**config.mk**
```make
export PLATFORM = sky130hd
export DESIGN_NAME = mem_access_unit
export DESIGN_NICKNAME = d
export VERILOG_FILES = /design/src/rtl/mem_pkg.sv /design/src/rtl/byte_lane_unit.sv /design/src/rtl/mem_access_unit.sv
export SDC_FILE = /design/constraint.sdc
export NUM_CORES = 1
export LEC_CHECK = 0
export CORE_MARGIN = 5
export CORE_UTILIZATION = 44
export CTS_BUF_LIST = sky130_fd_sc_hd__clkbuf_8
export DETAILED_ROUTE_END_ITERATION = 6
export PLACE_DENSITY = 0.76
export SLEW_MARGIN = 20
export SYNTH_ARGS = -nofsm -noshare
export SYNTH_HDL_FRONTEND = slang
export SYNTH_HIERARCHICAL = 1
export SYNTH_SLANG_ARGS = --single-unit
```
**constraint.sdc**
```tcl
create_clock -name clk -period 3.6 [get_ports clk]
set_input_delay 0.72 -clock clk [delete_from_list [all_inputs] [get_ports clk]]
set_output_delay 0.72 -clock clk [all_outputs]
set_load 0.1 [all_outputs]
```
**src/rtl/mem_pkg.sv**
```systemverilog
// Shared types and constants for the data-memory requester and its byte-lane helper.
package mem_pkg;

  typedef enum logic [1:0] {
    ST_IDLE = 2'd0,
    ST_RD   = 2'd1,
    ST_WR   = 2'd2,
    ST_RESP = 2'd3
  } state_e;

  localparam logic [1:0] LANE_B0 = 2'd0;
  localparam logic [1:0] LANE_B1 = 2'd1;
  localparam logic [1:0] LANE_B2 = 2'd2;
  localparam logic [1:0] LANE_B3 = 2'd3;

  localparam logic [1:0] WORD_ALIGN_MASK = 2'b11;

  function automatic logic is_misaligned(input logic byte_acc, input logic [1:0] offset);
    return !byte_acc && ((offset & WORD_ALIGN_MASK) != 2'b00);
  endfunction

endpackage

```
**src/rtl/byte_lane_unit.sv**
```systemverilog
// Little-endian byte lane helper: extracts one lane with sign/zero extension and
// merges a new byte into a word at the same lane.
module byte_lane_unit
  import mem_pkg::*;
(
  input  logic [31:0] word_i,
  input  logic [1:0]  offset_i,
  input  logic        sign_i,
  input  logic [7:0]  byte_i,
  output logic [31:0] ext_o,
  output logic [31:0] merged_o
);

  logic [7:0] lane;

  always_comb begin
    lane     = 8'h00;
    merged_o = word_i;
    case (offset_i)
      LANE_B0: begin lane = word_i[7:0];   merged_o[7:0]   = byte_i; end
      LANE_B1: begin lane = word_i[15:8];  merged_o[15:8]  = byte_i; end
      LANE_B2: begin lane = word_i[23:16]; merged_o[23:16] = byte_i; end
      LANE_B3: begin lane = word_i[31:24]; merged_o[31:24] = byte_i; end
      default: begin lane = 8'h00; end
    endcase
    ext_o = {{24{sign_i & lane[7]}}, lane};
  end

endmodule

```
**src/rtl/mem_access_unit.sv**
```systemverilog
// Requester side of the data-memory port: word-only memory traffic, byte loads by
// lane extraction, byte stores by read-modify-write, misaligned words rejected.
module mem_access_unit
  import mem_pkg::*;
#(
  parameter int unsigned READ_WAIT = 1,
  parameter int unsigned ADDR_W    = 18
) (
  input  logic              clk,
  input  logic              reset,
  input  logic              req_valid,
  output logic              req_ready,
  input  logic              req_write,
  input  logic              req_byte,
  input  logic              req_signed,
  input  logic [ADDR_W-1:0] req_addr,
  input  logic [31:0]       req_wdata,
  output logic              resp_valid,
  output logic [31:0]       resp_rdata,
  output logic              resp_error,
  output logic [ADDR_W-1:0] mem_address,
  output logic [31:0]       mem_write_data,
  output logic              mem_read,
  output logic              mem_write,
  output logic              mem_byte_ops,
  input  logic [31:0]       mem_read_data
);

  localparam logic [3:0] RD_CNT = 4'(READ_WAIT);

  state_e            state_q;
  logic [3:0]        cnt_q;
  logic              write_q;
  logic              byte_q;
  logic              signed_q;
  logic [1:0]        off_q;
  logic [7:0]        wbyte_q;
  logic              resp_valid_q;
  logic [31:0]       resp_rdata_q;
  logic              resp_error_q;
  logic [ADDR_W-1:0] mem_addr_q;
  logic [31:0]       mem_wdata_q;
  logic              mem_read_q;
  logic              mem_write_q;

  logic [31:0]       ext_d;
  logic [31:0]       merged_d;
  logic              misaligned_d;

  // Lane logic works on the live read data so the last RD edge can capture the result.
  byte_lane_unit u_lane (
    .word_i   (mem_read_data),
    .offset_i (off_q),
    .sign_i   (signed_q),
    .byte_i   (wbyte_q),
    .ext_o    (ext_d),
    .merged_o (merged_d)
  );

  assign misaligned_d = is_misaligned(req_byte, req_addr[1:0]);

  always_ff @(posedge clk or posedge reset) begin
    if (reset) begin
      state_q      <= ST_IDLE;
      cnt_q        <= '0;
      write_q      <= 1'b0;
      byte_q       <= 1'b0;
      signed_q     <= 1'b0;
      off_q        <= '0;
      wbyte_q      <= '0;
      resp_valid_q <= 1'b0;
      resp_rdata_q <= '0;
      resp_error_q <= 1'b0;
      mem_addr_q   <= '0;
      mem_wdata_q  <= '0;
      mem_read_q   <= 1'b0;
      mem_write_q  <= 1'b0;
    end else begin
      case (state_q)
        ST_IDLE: begin
          if (req_valid) begin
            write_q    <= req_write;
            byte_q     <= req_byte;
            signed_q   <= req_signed;
            off_q      <= req_addr[1:0];
            wbyte_q    <= req_wdata[7:0];
            mem_addr_q <= {req_addr[ADDR_W-1:2], 2'b00};
            if (misaligned_d) begin
              resp_valid_q <= 1'b1;
              resp_error_q <= 1'b1;
              resp_rdata_q <= '0;
              state_q      <= ST_RESP;
            end else if (req_write && !req_byte) begin
              mem_wdata_q <= req_wdata;
              mem_write_q <= 1'b1;
              state_q     <= ST_WR;
            end else begin
              cnt_q      <= RD_CNT;
              mem_read_q <= 1'b1;
              state_q    <= ST_RD;
            end
          end
        end
        ST_RD: begin
          if (cnt_q == 4'd1) begin
            mem_read_q <= 1'b0;
            if (write_q) begin
              mem_wdata_q <= merged_d;
              mem_write_q <= 1'b1;
              state_q     <= ST_WR;
            end else begin
              resp_rdata_q <= byte_q ? ext_d : mem_read_data;
              resp_error_q <= 1'b0;
              resp_valid_q <= 1'b1;
              state_q      <= ST_RESP;
            end
          end else begin
            cnt_q <= cnt_q - 4'd1;
          end
        end
        ST_WR: begin
          mem_write_q  <= 1'b0;
          resp_error_q <= 1'b0;
          resp_valid_q <= 1'b1;
          state_q      <= ST_RESP;
        end
        ST_RESP: begin
          resp_valid_q <= 1'b0;
          state_q      <= ST_IDLE;
        end
        default: state_q <= ST_IDLE;
      endcase
    end
  end

  assign req_ready      = (state_q == ST_IDLE);
  assign resp_valid     = resp_valid_q;
  assign resp_rdata     = resp_rdata_q;
  assign resp_error     = resp_error_q;
  assign mem_address    = mem_addr_q;
  assign mem_write_data = mem_wdata_q;
  assign mem_read       = mem_read_q;
  assign mem_write      = mem_write_q;
  assign mem_byte_ops   = 1'b0;

endmodule

```
After elaboration in Yosys (flattened, before gate mapping)
Index checks and enable logic that the tools add are counted.
Cells by class
  reduce and logical (&&, ||, !) cells: 17
  bitwise logic cells: 1
  muxes and demuxes: 47
  add/sub/neg operators: 1
  equal/unequal tests: 16
Operators with widths (number)
  $mux W32: 10
  $pmux W32 S2: 2
  $mux W8: 4
  $pmux W8 S4: 1
  $reduce_and A5 Y1: 4
  $mux W1: 16
  $mux W4: 4
  $ne A2 B2 Y1 const B: 7
  $reduce_and A6 Y1: 2
  $eq A2 B2 Y1 const B: 4
  $mux W2: 4
  $pmux W2 S4: 1
  $pmux W4 S2: 1
  $pmux W1 S3: 2
  $eq A2 B1 Y1 const B: 2
  $eq A4 B1 Y1 const B: 1
  $logic_not A2 Y1: 2
  $ne A2 B1 Y1 const B: 2
  $pmux W1 S4: 1
  $reduce_and A2 Y1: 2
  $reduce_and A4 Y1: 1
  $reduce_bool A2 Y1: 2
  $sub A4 B1 Y4 const B: 1
  $reduce_bool A3 Y1: 1
  4 further kinds: 5
Storage, ports and cells
  input bits: 88
  register bits after elaboration: 103
  logic and storage cells: 96

Longest topological paths before layout
Gate-level depths: netlist of run 1.
  word-level depth: 7
  mapped depth: 7
  depth with buffers taken out: 6

By module
Netlist of run 1, hierarchy kept.
By module, submodules not included
  mem_access_unit: cells each 384, sequential area each 2577.5 µm², instances 1, area an instance 5121.2 µm²
  byte_lane_unit: cells each 72, sequential area each 0.0 µm², instances 1, area an instance 782.0 µm²

Worst setup path before layout of run 1
No wires, ideal clock.
  path type: register to register
  start point: register state_q[0]
  end point: register mem_wdata_q[19], in the netlist mem_write_data[19]
  data arrival time: 2.574 ns
  data required time: 3.474 ns
  setup slack: 0.900 ns
  cell stages (with the launch flop): 8
  clock period less this slack: 2.700 ns
  setup time: 0.126 ns
  cell sequence: dfrtp_1 -> inv_1 -> ha_1 -> inv_1 -> o21ba_2 -> o2111ai_2 -> buf_2 -> mux2_2
Between the ends
  longest elaborated chain between the ends: 3
Ends and longest elaborated chain
  start: declaration: line mem_access_unit.sv:31  | state_e state_q;
  start signal: assignment: line mem_access_unit.sv:64  | state_q <= ST_IDLE;
  start signal: assignment: line mem_access_unit.sv:92  | state_q <= ST_RESP;
  start signal: assignment: line mem_access_unit.sv:96  | state_q <= ST_WR;
  $logic_not A2 Y1 (*)
  via req_ready: line mem_access_unit.sv:12  | output logic req_ready,
  $ne A2 B1 Y1 (no line) (tied with other cells)
  $reduce_and A6 Y1 (no line)
  end signal: assignment: line mem_access_unit.sv:94  | mem_wdata_q <= req_wdata;
  end signal: assignment: line mem_access_unit.sv:108  | mem_wdata_q <= merged_d;
  end: declaration: line mem_access_unit.sv:42  | logic [31:0] mem_wdata_q;
The timed path passes the listed nets; every way through them passes the cells marked *.
A chain may end at the register's enable or synchronous reset.

Worst setup path in the final report of run 1
  start point: register resp_rdata_q[28], in the netlist resp_rdata[28]
  end point: output resp_rdata[28]
RTL lines
  start: declaration: line mem_access_unit.sv:39  | logic [31:0] resp_rdata_q;
  start signal: assignment: line mem_access_unit.sv:112  | resp_rdata_q <= byte_q ? ext_d : mem_read_data;
  end: declaration: line mem_access_unit.sv:19  | output logic [31:0] resp_rdata,
No word-level cell between the ends.

==> run summary, run 1 <==
worst slew pin tran: 1.02 ns
gr usage total: 0.194
minimum clock period: 2.64 ns
kind of critical path: flip-flop to output pin
Die X: 126 µm
top cells by area, synth: dfrtp_1 (44%), mux2_2 (26%), mux2i_1 (5.9%)
status: completed
H-tree depth: 3
num ports: 176
Sink Count: 103
share of layout cells above drive strength 1: 0.294
Final period util: 0.733
Routed WL: 15,400 µm
detail-routed via count per cell: 5.16
RSZ-0062 raised after global routing: no
worst hold path type: flip-flop to flip-flop
total grt overflow: 0
cts repair resizes: 0
DPL Wire Length: 11,700 µm
CTS buffer count: 9
Slowest-stage cell, CP: clkdlybuf4s50_1
register area share after synthesis: 0.437
wire per inst: 19.7 µm
Cells after Synth: 456
setup bufs post-CTS: 0
clock skew: 0.0132 ns
antenna violations before repair: 0
CP delay by family, top: buffers and inverters
first-pass GRT wire length: 24,300 µm
clock-pin transition on the worst setup and hold timing paths: 0.10 ns
die height: 126 µm
GP Congestion: 0.844
FF+latch count, synth: 103
pin count of the biggest net entering global routing: 56
Synth top area share: 0.437
most frequent cells in the layout: clkdlybuf4s50_1 (171), mux2_2 (136), dfrtp_1 (102)
cell breakdown of the critical path: clkdlybuf4s50_1
Core Area: 0.0132 mm²
worst skew pair latency: 0.38 ns
DIE AREA: 0.0158 mm²
CP max stage delay: 1.16 ns
antenna cells: 0
Clock Tree Root: clkbuf_8
ANT nets after route: 0
Port Buffer Count: 172
Hold Vio Cnt, Final: 0
Async SR Flop Fraction: 1.00
total number of vias: 4,017
Top FF cell, synth: dfrtp_1
Initial Utilization: 0.448
CTS tree: done
most common cell after layout, fill and taps aside: clkdlybuf4s50_1
clk buf depth: 2
NumNets Final: 695
num rows: 42
setup_tns: 0 ns
area leader, netlist: dfrtp_1
EDFF count, synth: 0
final max-slew violation count: 0
Crit. End Element: output pin
Distinct cells, synth: 44
Mapped Area: 0.00590 mm²
Final Setup Violations: 0
fmax: 379 MHz
Area Growth Syn to Fin: 32.3%
DRT Pass-1 Iters: 4
syn avg cell area: 12.9 µm²
Synth warnings: 6
WP buf/inv: 1
DRC Markers: 0
hold buffer count at cts: 0
CP Data Required Time: 2.88 ns
vias in the first global route: 4,302
First DRT Iteration DRCs: 179
Worst Path Max Fanout: 2
relative slew slack: 0.317
CP startpoint kind: flip-flop
max-cap violation count: 0
Final Core Density: 0.592
WP data arrival: 1.92 ns
layer usage:
layer | vias up | routed length, µm | GRT usage
met3 | 24 | 992 | 0.0576
li1 | 1873 | - | -
met1 | 1982 | 7130 | 0.267
met2 | 138 | 6780 | 0.286
met5 | - | 0 | 0
met4 | 0 | 461 | 0.0814
path summary, 6_finish.rpt:
check,cells after the start,endpoint,slack (ns),startpoint
hold reg to reg,1,resp_rdata[17]$_DFFE_PP0P_,0.51,resp_rdata[17]$_DFFE_PP0P_
min in group asynchronous,2,mem_write_data[17]$_DFFE_PP0P_,0.83,reset
setup / recovery,1,resp_rdata[28],0.96,resp_rdata[28]$_DFFE_PP0P_
hold / removal,1,resp_rdata[17]$_DFFE_PP0P_,0.51,resp_rdata[17]$_DFFE_PP0P_
setup reg to reg,5,resp_rdata[29]$_DFFE_PP0P_,0.98,off_q[0]$_DFFE_PP0P_
max in group asynchronous,3,state_q[1]$_DFFE_PP0P_,2.05,reset
stage by stage:
stage / hold WS [ns] / instance area (µm²) / std cells / setup WS (ns)
6_report: 0.505 / 7810 / 779 / 0.961
5_1_grt: 0.530 / 7810 / 779 / 0.839
4_1_cts: 0.508 / 7810 / 779 / 0.932
3_5_place_dp: 0.486 / 7610 / 763 / 0.648
3_3_place_gp: 0.475 / 7610 / 763 / 0.709
2_1_floorplan: 0.471 / 5910 / 458 / 0.176
registers in the layout, summed over array words and instances, names as in the netlist:
name and cells:
resp_error 1, mem_address 16, cnt_q 4, state_q 2, resp_rdata 32, signed_q 1, mem_write 1, off_q 2
write_q 1, mem_read 1, resp_valid 1, byte_q 1, wbyte_q 8, mem_write_data 32
synth_stat cells (all sizes together), types with 2 or more instances:
library cell,instances
nor2,2
nand2,9
nand3b,2
mux2i,36
buf,42
and2b,2
mux4,8
o21ai,3
a21oi,4
ha,9
inv,10
nor3,3
or3b,2
nand2b,4
nor2b,34
mux2,158
dfrtp,103
nor3b,2
a21boi,2
clkbuf,7
logic make-up (layout without fill, tap and decap cells):
group           Yosys count  in the layout  synth area share
compound gates           18             18            0.0229
other cells               1              3          0.000635
fa+ha+maj                 9              9            0.0191
simple gates             64             64            0.0682
mux                     202            202             0.394
buf+inv                  59            204            0.0589
flops                   103            103             0.437
final cells by class:
| class | count | area (µm²) |
|---|---|---|
| Clock buffer | 10 | 138 |
| Clock inverter | 6 | 61.3 |
| Fill cell | 1078 | 5380 |
| Inverter | 10 | 40.0 |
| Multi-Input combinational cell | 296 | 3000 |
| Sequential cell | 103 | 2580 |
| Tap cell | 176 | 220 |
| Timing Repair Buffer | 178 | 1780 |
Power of run 1 is not shown: default switching activity piles up to over one toggle a cycle in this logic, so the estimate is an artifact.
==> run 2, diff against run 1 <==
CORE_UTILIZATION = 49   (was 44)
PLACE_DENSITY = 0.81   (was 0.76)
clock period = 2.5 ns   (was 3.6 ns; I/O delays follow)
==> run summary, run 2 (synthesized netlist as in run 1, its figures left out) <==
RSZ-0062 raised after global routing: no
most frequent cells in the layout: mux2_2 (136), buf_4 (103), dfrtp_1 (102)
Hold Vio Cnt, Final: 0 (unchanged)
max-cap violation count: 0 (unchanged)
status: completed
clock skew: 0.00607 ns (-0.00715 ns)
Sink Count: 103 (unchanged)
GP Congestion: 0.878 (+4.1%)
DRC Markers: 0 (unchanged)
setup bufs post-CTS: 0 (unchanged)
clk buf depth: 2 (unchanged)
detail-routed via count per cell: 5.28 (+2.5%)
DRT Pass-1 Iters: 4 (unchanged)
Clock Tree Root: clkbuf_8
Worst Path Max Fanout: 32 (+30)
first-pass GRT wire length: 23,900 µm (-1.6%)
First DRT Iteration DRCs: 175 (-2.2%)
share of layout cells above drive strength 1: 0.451 (+0.157)
relative slew slack: 0.653 (+0.336)
num ports: 176 (unchanged)
total grt overflow: 0 (unchanged)
total number of vias: 4,058 (+1.0%)
clock-pin transition on the worst setup and hold timing paths: 0.10 ns (about the same)
Core Area: 0.0119 mm² (-9.7%)
Routed WL: 14,900 µm (-2.9%)
Final period util: 0.896
multi-input logic area: 0.00300 mm² (about the same)
Port Buffer Count: 172 (unchanged)
wire per inst: 19.4 µm (-1.5%)
hold buffer count at cts: 0 (unchanged)
H-tree depth: 3 (unchanged)
Final Setup Violations: 0 (unchanged)
Initial Utilization: 0.496 (+0.0480)
antenna violations before repair: 0 (unchanged)
setup_tns: 0 ns (unchanged)
die height: 120 µm (-4.8%)
most common cell after layout, fill and taps aside: mux2_2
FF/Latch Area: 0.00258 mm² (unchanged)
WP data arrival: 2.50 ns (+0.58 ns)
cts repair resizes: 0 (unchanged)
CTS buffer count: 9 (unchanged)
worst reg-to-reg path cell count: 7 (+2)
worst slew pin tran: 0.521 ns (-0.500 ns)
Placement Cell Area: 0.00757 mm² (-0.59%)
ANT nets after route: 0 (unchanged)
minimum clock period: 2.24 ns
Fill cells: 951 (-12%)
worst skew pair latency: 0.37 ns (about the same)
CP startpoint kind: flip-flop
Final Core Density: 0.650 (+0.0578)
worst hold path type: input pin to async pin
kind of critical path: flip-flop to flip-flop
fmax: 446 MHz
antenna cells: 0 (unchanged)
vias in the first global route: 4,387 (+2.0%)
final instance area: 0.00774 mm² (-0.88%)
Crit. End Element: flip-flop
NumNets Final: 713 (+2.6%)
gr usage total: 0.212 (+0.0177)
pin count of the biggest net entering global routing: 45 (-20%)
DPL Wire Length: 11,800 µm (+1.1%)
DIE AREA: 0.0143 mm² (-9.4%)
Die X: 120 µm (-4.8%)
Area Growth Syn to Fin: 31.2%
final max-slew violation count: 0 (unchanged)
num rows: 40 (-4.8%)
CTS tree: done
CP Data Required Time: 2.76 ns (-0.12 ns)
## run 2: cell types whose count changed in the layout (fill, tap and decap cells not counted), sizes merged
cell           delta
buf             +102
bufinv            -1
clkdlybuf4s50    -84
clkinv            -1
clkinvlp          +3
inv               -1
## run 2: worst paths after layout
path,slack (ns),end,start
worst max-delay path,0.26,mem_write_data[21]$_DFFE_PP0P_,state_q[1]$_DFFE_PP0P_
worst min-delay path,0.48,cnt_q[3]$_DFFE_PP0P_,reset
worst max register to register,0.26,mem_write_data[21]$_DFFE_PP0P_,state_q[1]$_DFFE_PP0P_
worst min register to register,0.50,resp_rdata[18]$_DFFE_PP0P_,resp_rdata[18]$_DFFE_PP0P_
max in group asynchronous,1.37,mem_address[17]$_DFFE_PP0P_,reset
min in group clk,0.50,resp_rdata[18]$_DFFE_PP0P_,resp_rdata[18]$_DFFE_PP0P_
## run 2: cell type report
class | instances | area share
Multi-Input combinational cell | 296 | 0.387
Tap cell | 147 | 0.0238
Inverter | 10 | 0.00533
Sequential cell | 103 | 0.333
Timing Repair Buffer | 196 | 0.228
Clock buffer | 10 | 0.0178
Clock inverter | 6 | 0.00485
## run 2: per-stage QoR
| step | setup slack [ns] | hold slack, ns | instances |
|---|---|---|---|
| after global routing | 0.158 | 0.499 | 768 |
| after detailed placement | 0.0154 | 0.482 | 752 |
| after floorplan | 0.187 | 0.471 | 458 |
| final | 0.259 | 0.479 | 768 |
| after global placement | 0.0838 | 0.474 | 752 |
| after CTS | 0.279 | 0.476 | 768 |
## run 2: per-layer routing
metal	vias up	part of all wire	global-route usage
met5	-	0	0
met4	0	0.029	0.0888
met3	27	0.068	0.0533
met2	132	0.47	0.330
met1	1978	0.44	0.282
li1	1921	-	-
## run 2: critical path, cell delays in order (launching register included)
cell and delay [ns]:
dfrtp_1 0.44, inv_1 0.15, ha_1 0.41, nor2b_1 0.22
o21ba_2 0.21, o2111ai_4 0.08, buf_12 0.23, mux2_2 0.36
Power of run 2 is left out for the same reason.
